**config.mk**
```make
export PLATFORM = sky130hd
export DESIGN_NAME = store_buffer
export DESIGN_NICKNAME = d
export VERILOG_FILES = /design/src/rtl/store_buffer.sv
export SDC_FILE = /design/constraint.sdc
export NUM_CORES = 1
export LEC_CHECK = 0
export BUFFER_PORTS_ARGS = -buffer_cell sky130_fd_sc_hd__buf_2
export CELL_PAD_IN_SITES_DETAIL_PLACEMENT = 1
export CELL_PAD_IN_SITES_GLOBAL_PLACEMENT = 1
export CORE_ASPECT_RATIO = 0.7
export CORE_MARGIN = 2
export CORE_UTILIZATION = 48
export DETAILED_ROUTE_END_ITERATION = 10
export MAX_ROUTING_LAYER = met4
export PLACE_DENSITY_LB_ADDON = 0.1
export SLEW_MARGIN = 20
export SYNTH_ARGS = -nofsm -noshare
export SYNTH_HDL_FRONTEND = slang
export SYNTH_SLANG_ARGS = --single-unit
```
**constraint.sdc**
```tcl
create_clock -name clock -period 3.95 [get_ports clock]
set_clock_uncertainty 0.05 [all_clocks]
set_input_delay 0.395 -clock clock [delete_from_list [all_inputs] [get_ports clock]]
set_output_delay 0.395 -clock clock [all_outputs]
set_load 0.01 [all_outputs]
```
**src/rtl/store_buffer.sv**
```systemverilog
// Store buffer and load/store arbiter sitting between the CPU datapath and the
// data memory. Stores queue in a circular FIFO and retire one per cycle; loads
// own the memory bus when they miss, and hits are forwarded from the youngest
// matching queued store.
module store_buffer #(
  parameter int DEPTH  = 4,
  parameter int ADDR_W = 8,
  parameter int DATA_W = 8
) (
  input  logic                   clock,
  input  logic                   reset,
  input  logic                   st_valid,
  input  logic [ADDR_W-1:0]      st_addr,
  input  logic [DATA_W-1:0]      st_data,
  output logic                   st_ready,
  input  logic                   ld_req,
  input  logic [ADDR_W-1:0]      ld_addr,
  output logic                   ld_fwd,
  output logic [DATA_W-1:0]      ld_data,
  output logic                   mem_write,
  output logic                   mem_load,
  output logic [ADDR_W-1:0]      mem_endereco,
  output logic [DATA_W-1:0]      mem_dado_escr,
  input  logic [DATA_W-1:0]      mem_dado_lido,
  output logic                   empty,
  output logic [$clog2(DEPTH):0] count
);

  localparam int PTR_W = $clog2(DEPTH);
  localparam int CNT_W = PTR_W + 1;

  logic [ADDR_W-1:0] addr_q [DEPTH];
  logic [DATA_W-1:0] data_q [DEPTH];

  logic [PTR_W-1:0] head_q, head_d;
  logic [PTR_W-1:0] tail_q, tail_d;
  logic [CNT_W-1:0] count_q, count_d;

  logic              push;
  logic              pop;
  logic              ldMiss;
  logic              fwdHit;
  logic [DATA_W-1:0] fwdData;
  logic [PTR_W-1:0]  scanIdx;

  // Scan valid entries oldest to youngest so the last match seen is the youngest.
  always_comb begin
    fwdHit  = 1'b0;
    fwdData = '0;
    scanIdx = '0;
    for (int i = 0; i < DEPTH; i++) begin
      scanIdx = head_q + PTR_W'(i);
      if ((CNT_W'(i) < count_q) && (addr_q[scanIdx] == ld_addr)) begin
        fwdHit  = 1'b1;
        fwdData = data_q[scanIdx];
      end
    end
  end

  // Bus arbitration: a missing load owns the bus, otherwise the head entry drains.
  always_comb begin
    st_ready      = (count_q < CNT_W'(DEPTH));
    empty         = (count_q == '0);
    count         = count_q;
    ldMiss        = ld_req && !fwdHit;
    push          = st_valid && st_ready;
    pop           = reset && !ldMiss && (count_q != '0);
    mem_load      = reset && ldMiss;
    mem_write     = pop;
    mem_endereco  = '0;
    mem_dado_escr = '0;
    ld_fwd        = ld_req && fwdHit;
    ld_data       = '0;
    if (count_q != '0) begin
      mem_endereco  = addr_q[head_q];
      mem_dado_escr = data_q[head_q];
    end
    if (ldMiss) begin
      mem_endereco = ld_addr;
    end
    if (ld_req) begin
      ld_data = fwdHit ? fwdData : mem_dado_lido;
    end
  end

  // Pointer and occupancy next-state; simultaneous push and pop keep the count.
  always_comb begin
    head_d  = head_q;
    tail_d  = tail_q;
    count_d = count_q;
    if (push) begin
      tail_d = tail_q + PTR_W'(1);
    end
    if (pop) begin
      head_d = head_q + PTR_W'(1);
    end
    case ({push, pop})
      2'b10:   count_d = count_q + CNT_W'(1);
      2'b01:   count_d = count_q - CNT_W'(1);
      default: count_d = count_q;
    endcase
  end

  // FIFO control state with synchronous active-low reset discarding pending stores.
  always_ff @(posedge clock) begin
    if (!reset) begin
      head_q  <= '0;
      tail_q  <= '0;
      count_q <= '0;
    end else begin
      head_q  <= head_d;
      tail_q  <= tail_d;
      count_q <= count_d;
    end
  end

  // Entry storage; contents beyond the valid count are never observed.
  always_ff @(posedge clock) begin
    if (push) begin
      addr_q[tail_q] <= st_addr;
      data_q[tail_q] <= st_data;
    end
  end

endmodule

```
==> impl_metrics.yaml <==
global_route:
  grt_max_degree: 43
  grt_pass1_wl_mm: 21.1
  grt_pass1_vias: 3667
  overflow: 0
  grtUsageTotal: 0.257
  antenna_found_initial: 0
drt:
  routed_wl_mm: 13.7
  dr_wl_met2_mm: 6.51
  met1_length_mm: 6.10
  wl_met3_microns: 956
  wire_per_inst_microns: 23.2
  top_layer: "met4"
  viasPerCell: 6.20
  ant_nets: 0
  dr.pass1.iters: 4
  vias: 3663
  drc_errors: 0
  drt_iter0_drc: 208
die:
  die_y_microns: 89.6
  core_sq_mm: 0.0103
  num_rows: 31
  ios: 68
  die-width_microns: 126
  die_area_sq_mm: 0.0113
  start_util: 0.488
setup_path:
  crit_chain: "buf_12, buf_4, mux4_1, xnor2_1, nor3_1, and3_2, nor3b_1, o311ai_0, a31oi_1, buf_2"
  critPathKind: "flop to output pin"
  crit_fanout: 10
  critPathLaunchType: "flop"
  crit_arrival_ns: 3.22
  worst_ep_required_time_ns: 3.50
  crit_path_end_kind: "output pin"
  rrSetupSlack_ns: 0.44
  cpPeakStageDelay_ns: 0.56
  cp_slowest_cell: "mux4_1"
synthesis:
  synth_common_cells: "edfxtp_1, mux4_2, xnor2_1, nor2_1, mux2i_1"
  synth_area_sq_mm: 0.00502
  yosys.cell_types.count: 45
  yosys_warnings: 0
  async_reset_ff_frac: 0
  ys_ff_latch: 73
  synth_top_cell_area_share: 0.383
  synthCells: 380
  synth_top_cell_by_area: "edfxtp_1"
  synth_nets: 425
  synth_edf_count: 64
  synth.most_common_cell: "edfxtp_1"
  avgSynthCellArea_sq_um: 13.2
  ys_seq_area_frac: 0.419
  yosys-top-cells-area: "edfxtp_1, mux4_2, xnor2_1, mux2i_1, dfxtp_1"
  synth-main-ff-cell: "edfxtp_1"
finish:
  fin_nets: 499
  antenna_cells: 0
  synthToLayoutAreaGrowth_pct: 16.4
  layout-drive-gt1-share: 0.366
power:
  power_mw: 2.86
  p_leak_nw: 2.09
  power_density_mw_per_mm2: 489
  ir_drop_mv: 0.247
clock_network:
  ctsRootBufferMaster: "clkbuf_16"
  htreeDepth: 3
  clock-sinks: 73
  cts_tree: "done"
  clock_path_buffers: 2
  clk_pin_slew_ns: 0.06
  clock_latency_ns: 0.33
  cts_hold_buf: 0
  cts_buffers: 9
sta:
  fmax_ghz: 0.273
  fin_crit_ns: 3.67
  hold_viol: 0
  setup_viol: 0
  slew_headroom: 0.277
  setup_tns_ns: 0
  maxSlewViolCount: 0
  tightest_slew_ns: 1.08
  period_share: 0.928
  rsz0062_at_grt: "false"
place:
  dpl.hpwl_mm: 9.60
  io_buffers: 67
  gp_congestion: 0.846
outcome:
  status: "complete, no violations"
run:
  cap_violations: 0
hold_path:
  hp-class: "input port to flop"
-- repair_timing --
action | CTS | global route
setup endpoints to repair | 16 | 8
setup buffers | 0 | 4
gates resized for setup | 3 | 3
-- worst max-delay path: cells and delay by family (launching register included) --
| kind | cells | cell delay (ns) |
|---|---|---|
| and+or+nand+nor | 3 | 0.72 |
| xor gates and xnor gates | 1 | 0.20 |
| DFF | 1 | 0.40 |
| buffers and inverters | 3 | 0.42 |
| muxes | 1 | 0.56 |
| AOI/OAI and AO/OA | 2 | 0.57 |
-- power by group --
| part | leakage (nW) | internal [mW] | switching (mW) |
|---|---|---|---|
| combinational | 1.29 | 0.509 | 0.555 |
| clock | 0.137 | 0.491 | 0.326 |
| sequential | 0.662 | 0.912 | 0.0616 |
| total | 2.09 | 1.91 | 0.943 |
-- worst paths after layout --
| check | start | to | cells after the start |
|---|---|---|---|
| max | head_q[0]$_SDFFE_PN0P_ | ld_data[7] | 10 |
| min | st_addr[2] | addr_q[0][2]$_DFFE_PP_ | 1 |
| max reg2reg | head_q[0]$_SDFFE_PN0P_ | count[2]$_SDFFE_PN0P_ | 11 |
| min reg2reg | count[0]$_SDFFE_PN0P_ | count[0]$_SDFFE_PN0P_ | 2 |
-- per-layer routing --
| metal | track usage | vias to the layer above |
|---|---|---|
| met1 | 0.346 | 1882 |
| li1 | - | 1629 |
| met4 | 0.0729 | 0 |
| met2 | 0.400 | 135 |
| met3 | 0.0563 | 17 |
| met5 | - | - |
-- layout by cell type, fill, tap and decap left out, types with 2 or more instances in the layout --
master and instances:
a211o_1 8, a21oi_1 11, a31oi_1 9, and2_1 5
buf_2 67, buf_4 18, clkbuf_16 9, clkinvlp_4 2
dfxtp_1 7, edfxtp_1 64, ha_1 9, inv_1 17
inv_6 2, mux2_2 8, mux2i_1 20, mux4_1 3
mux4_2 45, nand2_1 14, nand2b_1 10, nand3_1 2
nand3_2 2, nor2_1 30, nor2b_1 9, nor3_1 3
nor3b_1 8, nor4_1 2, o21ai_0 10, o311ai_0 8
xnor2_1 31, xnor2_2 2, xor2_1 2
-- per-stage QoR --
stage / setup WS [ns] / hold slack [ns] / instances / util / area (sq um)
after floorplan: 0.687 / 0.444 / 380 / - / 5020
after global placement: 0.203 / 0.513 / 571 / 0.533 / 5480
after detailed placement: 0.156 / 0.544 / 571 / 0.533 / 5480
after CTS: 0.100 / 0.209 / 587 / 0.563 / 5790
after global routing: 0.0549 / 0.217 / 591 / 0.568 / 5840
final: 0.285 / 0.221 / 591 / 0.568 / 5840
-- flip-flops by register name, indices dropped and copies added (netlist names), named ones only --
register and count:
addr_q 32, tail_q 2, head_q 2, count 3
data_q 32
-- cell families after synthesis --
kind of cell | after synthesis | synth area share
xor gates and xnor gates | 35 | 0.0641
and+or+nand+nor | 96 | 0.108
DFF | 73 | 0.419
AOI/OAI and AO/OA | 50 | 0.0666
adders and majority gates | 9 | 0.0224
muxes | 76 | 0.275
buffers and inverters | 41 | 0.0446
-- layout make-up --
cell class	instances	area (sq um)
Tap cell	132	165
Clock inverter	6	66.3
Timing Repair Buffer	87	502
Clock buffer	10	229
Multi-Input combinational cell	266	2710
Sequential cell	73	2110
Inverter	17	63.8
Fill cell	1053	4440
No activity file was read; power rests on OpenSTA's default activity.
